[config.mk]
export PLATFORM = sky130hd
export DESIGN_NAME = game_sequencer
export DESIGN_NICKNAME = d
export VERILOG_FILES = /design/src/rtl/game_sequencer.sv
export SDC_FILE = /design/constraint.sdc
export NUM_CORES = 1
export LEC_CHECK = 0
export CAP_MARGIN = 20
export CORE_ASPECT_RATIO = 0.8
export CORE_MARGIN = 1.5
export CORE_UTILIZATION = 46
export DETAILED_ROUTE_END_ITERATION = 12
export MAX_ROUTING_LAYER = met4
export PLACE_DENSITY = 0.82
export SLEW_MARGIN = 5
export SYNTH_ARGS = -nofsm -noshare
export SYNTH_HDL_FRONTEND = slang
export SYNTH_SLANG_ARGS = --single-unit
[constraint.sdc]
create_clock -name i_clk_25MHz -period 2.2 [get_ports i_clk_25MHz]
set_input_delay 0.22 -clock i_clk_25MHz [delete_from_list [all_inputs] [get_ports i_clk_25MHz]]
set_output_delay 0.22 -clock i_clk_25MHz [all_outputs]
set_load 0.01 [all_outputs]
[src/rtl/game_sequencer.sv]
// Top-level game flow controller: start, wave loading, play, pauses and game over.
// Tracks score, lives and wave number and drives the invader block's reset/enable.
module game_sequencer #(
   parameter int LIVES        = 3,
   parameter int LANDING_ROW  = 14,
   parameter int PAUSE_CYCLES = 25000000
) (
   input  logic        i_clk_25MHz,
   input  logic        i_reset,
   input  logic        i_start,
   input  logic        i_hit,
   input  logic        i_player_hit,
   input  logic [19:0] i_invaders_array,
   input  logic [3:0]  i_invaders_row,
   output logic        o_invaders_reset,
   output logic        o_play_enable,
   output logic [1:0]  o_speed_sel,
   output logic [9:0]  o_score,
   output logic [1:0]  o_lives,
   output logic        o_game_over,
   output logic [2:0]  o_state
);

   localparam int               CNT_W      = (PAUSE_CYCLES > 1) ? $clog2(PAUSE_CYCLES) : 1;
   localparam logic [CNT_W-1:0] PAUSE_LOAD = CNT_W'(PAUSE_CYCLES - 1);
   localparam logic [1:0]       LIVES_INIT = 2'(LIVES);
   localparam logic [9:0]       SCORE_MAX  = 10'd999;
   localparam logic [1:0]       WAVE_MAX   = 2'd3;
   localparam logic [3:0]       LAND_ROW   = 4'(LANDING_ROW);

   typedef enum logic [2:0] {
      IDLE  = 3'd0,
      LOAD  = 3'd1,
      PLAY  = 3'd2,
      PAUSE = 3'd3,
      OVER  = 3'd4
   } state_t;

   state_t           state, state_nxt;
   logic [9:0]       score, score_nxt;
   logic [1:0]       lives, lives_nxt;
   logic [1:0]       wave, wave_nxt;
   logic [CNT_W-1:0] cnt, cnt_nxt;
   logic             start_q, hit_q;
   logic             start_rise, hit_rise;
   logic             wave_clear, life_lost;

   // i_hit may stay high for several cycles per hit, so only its rising edge scores.
   assign start_rise = i_start & ~start_q;
   assign hit_rise   = i_hit & ~hit_q;
   assign wave_clear = (i_invaders_array == 20'd0);
   assign life_lost  = (i_invaders_row == LAND_ROW) | i_player_hit;

   always_comb begin
      state_nxt = state;
      score_nxt = score;
      lives_nxt = lives;
      wave_nxt  = wave;
      cnt_nxt   = cnt;
      case (state)
         IDLE, OVER: begin
            if (start_rise) begin
               state_nxt = LOAD;
               score_nxt = 10'd0;
               lives_nxt = LIVES_INIT;
               wave_nxt  = 2'd0;
            end
         end
         LOAD: state_nxt = PLAY;
         PLAY: begin
            if (hit_rise && (score != SCORE_MAX))
               score_nxt = score + 10'd1;
            // A cleared wave wins over a simultaneous landing or bomb strike.
            if (wave_clear) begin
               if (wave != WAVE_MAX)
                  wave_nxt = wave + 2'd1;
               state_nxt = PAUSE;
               cnt_nxt   = PAUSE_LOAD;
            end else if (life_lost) begin
               if (lives != 2'd0)
                  lives_nxt = lives - 2'd1;
               if (lives <= 2'd1) begin
                  state_nxt = OVER;
               end else begin
                  state_nxt = PAUSE;
                  cnt_nxt   = PAUSE_LOAD;
               end
            end
         end
         PAUSE: begin
            if (cnt == '0)
               state_nxt = LOAD;
            else
               cnt_nxt = cnt - 1'b1;
         end
         default: state_nxt = IDLE;
      endcase
   end

   always_ff @(posedge i_clk_25MHz) begin
      if (i_reset) begin
         state            <= IDLE;
         score            <= 10'd0;
         lives            <= LIVES_INIT;
         wave             <= 2'd0;
         cnt              <= '0;
         start_q          <= 1'b0;
         hit_q            <= 1'b0;
         o_invaders_reset <= 1'b1;
         o_play_enable    <= 1'b0;
         o_game_over      <= 1'b0;
      end else begin
         state            <= state_nxt;
         score            <= score_nxt;
         lives            <= lives_nxt;
         wave             <= wave_nxt;
         cnt              <= cnt_nxt;
         start_q          <= i_start;
         hit_q            <= i_hit;
         // Flags are registered from the next state so they line up with o_state.
         o_invaders_reset <= (state_nxt == IDLE) || (state_nxt == LOAD);
         o_play_enable    <= (state_nxt == PLAY);
         o_game_over      <= (state_nxt == OVER);
      end
   end

   assign o_state     = state;
   assign o_score     = score;
   assign o_lives     = lives;
   assign o_speed_sel = wave;

endmodule

==> results of run 1 <==
-- power by group --
part | switching [µW] | internal [µW]
Clock | 308 | 339
Sequential | 59.1 | 903
Combinational | 376 | 327
-- cell families (layout without fill, tap and decap cells) --
group	Yosys count	count (layout)	synth area share
simple gates	122	122	0.2941
compound gates	60	61	0.1562
flops	47	47	0.3827
xor+xnor	26	26	0.09262
buf+inv	21	82	0.03613
fa+ha+maj	5	5	0.02545
mux	3	3	0.01272
-- critical path: cells and delay by family, from the launching register on --
family          cells  cell delay [ns]
compound gates      2             0.57
simple gates        3             0.87
buf+inv             1             0.06
fa+ha+maj           1             0.22
flops               1             0.35
-- registers in the layout, indices dropped and copies added, names as in the netlist --
| signal | count |
|---|---|
| hit_q | 1 |
| start_q | 1 |
| o_speed_sel | 2 |
| o_state | 3 |
| cnt | 25 |
| o_lives | 2 |
| o_game_over | 1 |
| o_invaders_reset | 1 |
| o_play_enable | 1 |
| o_score | 10 |
-- layout by cell type, fill, tap and decap left out, types with 2 or more instances in the layout --
cell,count
buf_4,20
nor2b_1,2
ha_1,5
clkdlybuf4s50_1,48
or3_1,2
o31ai_1,2
mux2i_1,2
nor4_1,7
nor2_1,23
and2_1,3
nor3b_1,3
o21ai_0,14
nor4_4,3
nand2b_1,6
o211ai_1,2
dfxtp_1,46
nand4b_1,3
xor2_1,3
a21oi_1,21
nor3_1,12
xnor2_1,23
nand4_1,7
and3_1,3
or2_2,2
nand2_1,20
nand3b_1,3
and4_1,2
a21boi_1,2
clkbuf_8,5
or4_1,2
nand3_1,10
inv_1,6
a211oi_1,8
-- worst max-delay path by stage --
stage               depth (start not counted)   start  endpoint
finish                                      7  cnt[0]   cnt[15]
global route                                7  cnt[0]   cnt[15]
CTS                                         7  cnt[0]   cnt[15]
detailed placement                          7  cnt[0]   cnt[15]
global placement                            7  cnt[0]   cnt[15]
floorplan                                   8  cnt[0]   cnt[15]
-- area by class of cell --
cell class                      instances  area share
Timing Repair Buffer                   68      0.1946
Multi-Input combinational cell        217      0.4490
Clock buffer                            5     0.02124
Clock inverter                          3     0.01351
Inverter                                6    0.006950
Tap cell                               62     0.02394
Sequential cell                        47      0.2907
-- metal layers --
layer,GRT usage,up-vias,part of all wire
met5,-,-,0
met1,0.2766,1097,0.48
met4,0.07460,0,0.0093
li1,-,1158,-
met2,0.3343,52,0.47
met3,0.04463,4,0.044
-- what timing repair did --
action                                  4_1_cts  5_1_grt
setup buffers                                 0        2
resized for setup                             0        5
endpoints found under the setup margin        0        4
hold endpoints to repair                      0        0
-- metrics by stage --
step / setup TNS, ns / worst slack (ns) / std cells / utilization / power [µW]
global placement: 0 / 0.1161 / 397 / 0.6092 / 1596
CTS: 0 / 0.02529 / 405 / 0.6314 / 2254
detailed placement: 0 / 0.06748 / 397 / 0.6092 / 1615
finish: 0 / 0.06663 / 408 / 0.6398 / 2312
global route: -0.02050 / -0.01983 / 408 / 0.6398 / 2423
floorplan: 0 / 0.06068 / 284 / - / 1388
==> impl_summary.md, run 1 <==
Finish
Summing all multi-input logic gate instances after layout gives 1455 µm². The sequential cells in the finished layout cover a total of about 940 µm². The net count reported at finish is 379.

The post-layout instance area is roughly 3200 µm². The final-layout fill cell count is 427. The fraction of final layout cells sized beyond drive strength 1 is 0.1272. The area added between synthesis and finish is 31.81%.

The repair_antennas step left the layout with diodes totalling 0.

Global route
In the global route stage, overall resource usage came out at 0.2132. Summed over all layers, the global routing overflow is 0. The maximum number of pins on one net before global-route repair is 18.

The first global-routing pass estimated 9.487 mm of wire. The initial antenna violation count is 0. The via count of the first global-routing pass was 2,051.

Power
Summed over all cells, the static leakage comes to 0.001196 µW. The worst voltage drop across the vdd grid is 0.4703 mV. Power spread over the standard cell area amounts to roughly 710 nW/µm².

Setup path
The worst setup path is launched from a flip-flop. In this run the critical register-to-register path is captured at cnt[15]. The worst-case reg-to-reg path depth is 7. The arrival time at the worst endpoint is 2.37 ns. The worst-path cell with the longest stage delay is or4_4.

Traced cell by cell, the critical path runs through inv_1 > ha_1 > nor4b_2 > and4b_2 > a211o_4 > or4_4 > a211oi_2. On the worst path, the slowest cell contributes a delay of around 0.42 ns. Along the worst path, the maximum fanout reaches 5. The data required time at the worst endpoint is 2.43 ns.

The worst setup path is captured at a flip-flop. Setup slack on the worst reg-to-reg path comes out at 0.07 ns. By startpoint and endpoint, the worst setup path is classified as reg -> reg. The worst register-to-register path begins at cnt[0].

Clock tree
In this run, CTS created clock tree buffers numbering 5. At the later pin of the worst-skew pair, clock insertion delay measures 0.31 ns. The longest clock path from root to sink contains 2 buffers. CTS built an H-tree with a depth of 2. The cell at the root of the clock tree is clkbuf_8. TritonCTS built the clock tree. The hold buffer count at CTS is 0. CTS saw 47 sinks. The clock slew at the register clock pins of the worst setup and hold paths is 0.09 ns.

Route
The final layout contains routed wiring with a total length of approximately 5.9 mm. The average wire per standard cell is 14.57 µm. The first detailed-routing pass took 4 iterations. The detailed router finished its first iteration with 184 violations. The routed layout has 2,311 vias.

The post-detailed-route via-to-cell ratio is 5.664. The count of antenna-violating nets left after detailed routing is 0. The remaining routing DRC violations is 0.

Yosys
In the synthesized netlist the dominant register cell turns out to be dfxtp_1. The biggest area consumer among synthesized cells is dfxtp_1. The post-synthesis area per instance is 8.657 µm².

The net count after synthesis is 318. Among all cell types in the netlist, the one instantiated most often is dfxtp_1. The synthesized design contains 0 enable-type register cells.

Of the post-synthesis cell area, the dominant cell type holds 0.3827. Counting flops with an async set or reset pin after synthesis yields a share of 0. The share of the Yosys chip area taken by registers is 0.3827. The number of warning messages in the yosys log is 0. By count the netlist is led by dfxtp_1, nor2_1, xnor2_1. Ranked by total cell area, the synthesized netlist is headed by dfxtp_1, xnor2_1, a21oi_1. Summing every instance area after synthesis gives 2459 µm². Synthesis produced 284 cells. The post-synthesis cell type count is 56. Synthesis inferred 47 register bits.

Timing
The normalized max-slew margin is 0.6812. Timing would allow up to 468.7 MHz. The pin slew with the least headroom to its limit is ~0.48 ns. The minimum clock period after layout is 2.133 ns.

The number of setup violations in the final report is 0. The final count of hold timing violations came to 0. On the final layout, the worst hold slack is 0.4963 ns. The post-route clock skew is 0.01271 ns. The number of pins exceeding their max-slew limit in the final report is 0. Dividing the final minimum period by the clock period gives 0.9697.

Floorplan
The core area is around 5000 µm². The horizontal extent of the die is 84.74 µm. The number of ports placed on the die boundary is between 40 and 50. The floorplan has 23 rows. The starting density of the core is 0.4854. The height of the chip is 68.39 µm. The total die area is ~5800 µm².

Placed design
Port buffering added between 40 and 50 buffers. The placed instance area is 3085 µm². The routability congestion estimate from global placement is 0.9018. Once detailed placement completed, the half-perimeter wirelength came to 4.341 mm.

Worst hold path
The instance count along the most critical hold path is 2. The endpoint with the worst hold slack is cnt[24]. The worst hold path begins at cnt[24]. The worst min-delay path category is reg -> reg.

Run status
The run finished with clean final reports.

Job
The tool flagged a number of max-cap violations equal to 0.
Note: power is estimated with default switching activity, not from simulation.
==> inputs of run 2 (changes only) <==
--- a/config.mk
+++ b/config.mk
@@ -7,7 +7,7 @@
 export LEC_CHECK = 0
 export CAP_MARGIN = 20
 export CORE_ASPECT_RATIO = 0.8
-export CORE_MARGIN = 1.5
+export CORE_MARGIN = 3
 export CORE_UTILIZATION = 46
 export DETAILED_ROUTE_END_ITERATION = 12
 export MAX_ROUTING_LAYER = met4
==> run 2 against run 1 <==
Effect of this change: global-route usage fell by 0.82 points; highest routed layer unchanged; sequential cell count stayed put; setup slack improved by 0.046 ns; routed wire length grew 2.4%; sequential share of layout area grew 0.57 points; worst hold slack lost 0.012 ns; largest cell class unchanged; cell count is 1.5% lower; register-to-register slack improved by 0.05 ns.
==> impl_summary.md, run 2 (synthesized netlist as in run 1, its figures left out) <==
Run status
The run finished with clean final reports.

Finish
The number of antenna repair diodes was 0 (unchanged). The final-layout fill cell count is 433 (+1.4%). The post-layout instance area came to 3178 µm² (-1.9%). The fraction of final layout cells sized beyond drive strength 1 was 0.1059 (-0.02129).

The net count reported at finish came to 374 (-1.3%). The flip-flop count of the largest register after layout was 25 (unchanged). The area added between synthesis and finish is 29.26%. The largest register by flop count is cnt. The most common library cell in the layout ignoring fill and taps is clkdlybuf4s50_1.

The library cells used most frequently in the layout, excluding fill and tap cells, are clkdlybuf4s50_1, dfxtp_1, nor2_1, xnor2_1, a21oi_1.

Timing
The minimum clock period after layout came to 2.087 ns (-0.04646 ns). The post-route clock skew is 0.006704 ns (-0.006009 ns). The highest clock rate is 479.2 MHz (+2.2%). The final count of hold timing violations is 0 (unchanged). The normalized max-slew margin is 0.6626 (-0.01863). The number of pins exceeding their max-slew limit in the final report is 0 (unchanged). The number of setup violations in the final report is 0 (unchanged).

The pin slew with the least headroom to its limit came to 0.5022 ns (+0.02511 ns). Setup repair after global routing left no endpoint under its margin. The portion of the clock cycle consumed by the worst path in the final layout is 0.9486 (-0.02112). The sum of negative setup slack came to 0 ns (unchanged).

Route
The total iterations of the first detailed-routing run is 4 (unchanged). The average wire per standard cell is 15.15 µm (+4.0%). The routed wire length was 6.089 mm (+2.4%). The initial detailed-routing violation count is 110 (-40%). The via count of the routed design is 2,290 (-0.91%).

The count of antenna-violating nets left after detailed routing was 0 (unchanged). The remaining routing DRC violations is 0 (unchanged). The post-detailed-route via-to-cell ratio is 5.697 (+0.57%).

Power
The net switching power is 701.6 µW (-5.6%). The worst voltage drop across the vdd grid is 0.3246 mV (-31%). The fraction of power spent switching nets is 0.3253 (+0.003762).

The standby leakage power is 0.001170 µW (-2.2%). The sequential fraction of design power is 0.447 (+0.031). The design internal power came to 1456 µW (-7.2%). The power share of the combinational group came to 0.308 (+0.004). The clock share of power is 0.245 (-0.035). The power density over the cells was 678.8 nW/µm² (-4.9%).

Global route
The maximum number of pins on one net before global-route repair is 15 (-3). The initial antenna violation count is 0 (unchanged). The global-route wire length before repair is 10.14 mm (+6.8%). The via count of the first global-routing pass came to 2,261 (+10%).

The global-route total usage across every layer is 0.2050 (-0.008221). The sum of overflow across all layers after global routing was 0 (unchanged).

Clock tree
The insertion delay of the later-clocked pin in the worst-skew pair is 0.30 ns (about the same). The TritonCTS clock tree is yes. The largest buffer count on any clock path is 2 (unchanged). The cell at the root of the clock tree is clkbuf_8.

The total clock buffers created by CTS is 5 (unchanged). The hold buffer count at CTS is 0 (unchanged). The H-tree depth came to 2 (unchanged).

The clock slew at the register clock pins of the worst setup and hold paths was 0.09 ns (about the same). The number of clock sinks was 47 (unchanged).

Floorplan
The core area is 5094 µm² (+0.57%). The starting density of the core is 0.4827 (-0.002742). The number of placement rows is 23 (unchanged).

The number of ports placed on the die boundary is 49 (unchanged). The height of the chip is 71.39 µm (+4.4%). The total die area is 6263 µm² (+8.1%). The horizontal extent of the die is 87.74 µm (+3.5%).

Worst hold path
The instance count along the most critical hold path came to 2 (unchanged). The path class of the tightest hold or removal check is reg -> reg. The worst hold path begins at cnt[0]. The endpoint with the worst hold slack is cnt[0].

Setup path
The nature of the critical path endpoint is a flip-flop. The worst setup path is launched from a flip-flop. The data required time at the worst endpoint is 2.43 ns (about the same). The arrival time at the worst endpoint came to 2.32 ns (-0.05 ns). The critical setup path kind is reg -> reg. In this run the critical register-to-register path is captured at cnt[15]. The register-to-register path setup slack came to 0.11 ns (+0.05 ns). The worst-case reg-to-reg path depth is 5 (-2). The peak fanout along the critical path is 7 (+2). The origin of the critical flop-to-flop path is cnt[5].

Placed design
The routability congestion estimate from global placement is 0.8964 (-0.60%). The placed instance area is 3063 µm² (-0.73%). The total of buffers placed on input and output ports is 48 (unchanged). The HPWL after detailed placement is 4.467 mm (+2.9%).

Job
The number of maximum-capacitance violations is 0 (unchanged).
run 2: per-stage QoR:
step,hold slack [ns],util,setup WS (ns),cells,power [µW]
after floorplan,0.3482,-,0.06068,284,1388
after global placement,0.4698,0.6013,0.1216,394,1601
after detailed placement,0.4829,0.6013,0.05015,394,1617
after CTS,0.4962,0.6185,0.02077,401,2141
after global routing,0.5068,0.6239,0.02106,402,2267
final,0.4846,0.6239,0.1131,402,2157
run 2: routing by layer:
layer,up-vias,GRT usage,routed length [µm],share of wire
met5,-,-,0,0
met2,70,0.3286,2865,0.47
li1,1143,-,-,-
met3,14,0.03333,309,0.051
met4,0,0.05963,93,0.015
met1,1063,0.2670,2820,0.46
run 2: final cells by class:
type	instances	area, µm²	area share
tap	62	77.57	0.02441
sequential	47	942.2	0.2965
multi-input combinational	216	1448	0.4555
clock buffer	6	82.58	0.02598
clock inverter	1	5.005	0.001575
timing repair buffer	64	600.6	0.1890
inverter	6	22.52	0.007087
run 2: repair_timing:
| action | CTS | global route |
|---|---|---|
| resized for setup | 0 | 4 |
| endpoints found under the setup margin | 0 | 6 |
| setup buffers | 0 | 1 |
run 2: worst max-delay path, stage by stage, from the launching register on:
cell and delay [ns]:
dfxtp_1 0.38, nor4_4 0.42, nand4_2 0.19, a211o_4 0.38, or4_4 0.42, a211oi_2 0.22
run 2: how the worst max path moves through the flow:
stage                        to  cells past startpoint   start  slack, ns
2_1_floorplan           cnt[15]                      8  cnt[0]       0.06
3_3_place_gp            cnt[15]                      5  cnt[9]       0.12
3_5_place_dp            cnt[15]                      5  cnt[9]       0.05
4_1_cts                 cnt[15]                      5  cnt[9]       0.02
5_1_grt        o_invaders_reset                      5  cnt[5]       0.02
6_report                cnt[15]                      5  cnt[5]       0.11
run 2: power groups by stage:
stage | combinational (µW) | sequential (µW) | clock [µW]
2_1_floorplan | 413 | 975 | 0
3_3_place_gp | 626 | 975 | 0
3_5_place_dp | 640 | 978 | 0
4_1_cts | 644 | 959 | 538
5_1_grt | 722 | 971 | 573
6_report | 665 | 964 | 528
==> inputs of run 3 (changes only) <==
--- a/config.mk
+++ b/config.mk
@@ -12,6 +12,7 @@
 export DETAILED_ROUTE_END_ITERATION = 12
 export MAX_ROUTING_LAYER = met4
 export PLACE_DENSITY = 0.82
+export SKIP_CTS_REPAIR_TIMING = 1
 export SLEW_MARGIN = 5
 export SYNTH_ARGS = -nofsm -noshare
 export SYNTH_HDL_FRONTEND = slang
==> results of run 3 <==
No change in the layout: final DEF, timing and power equal those of run 2.
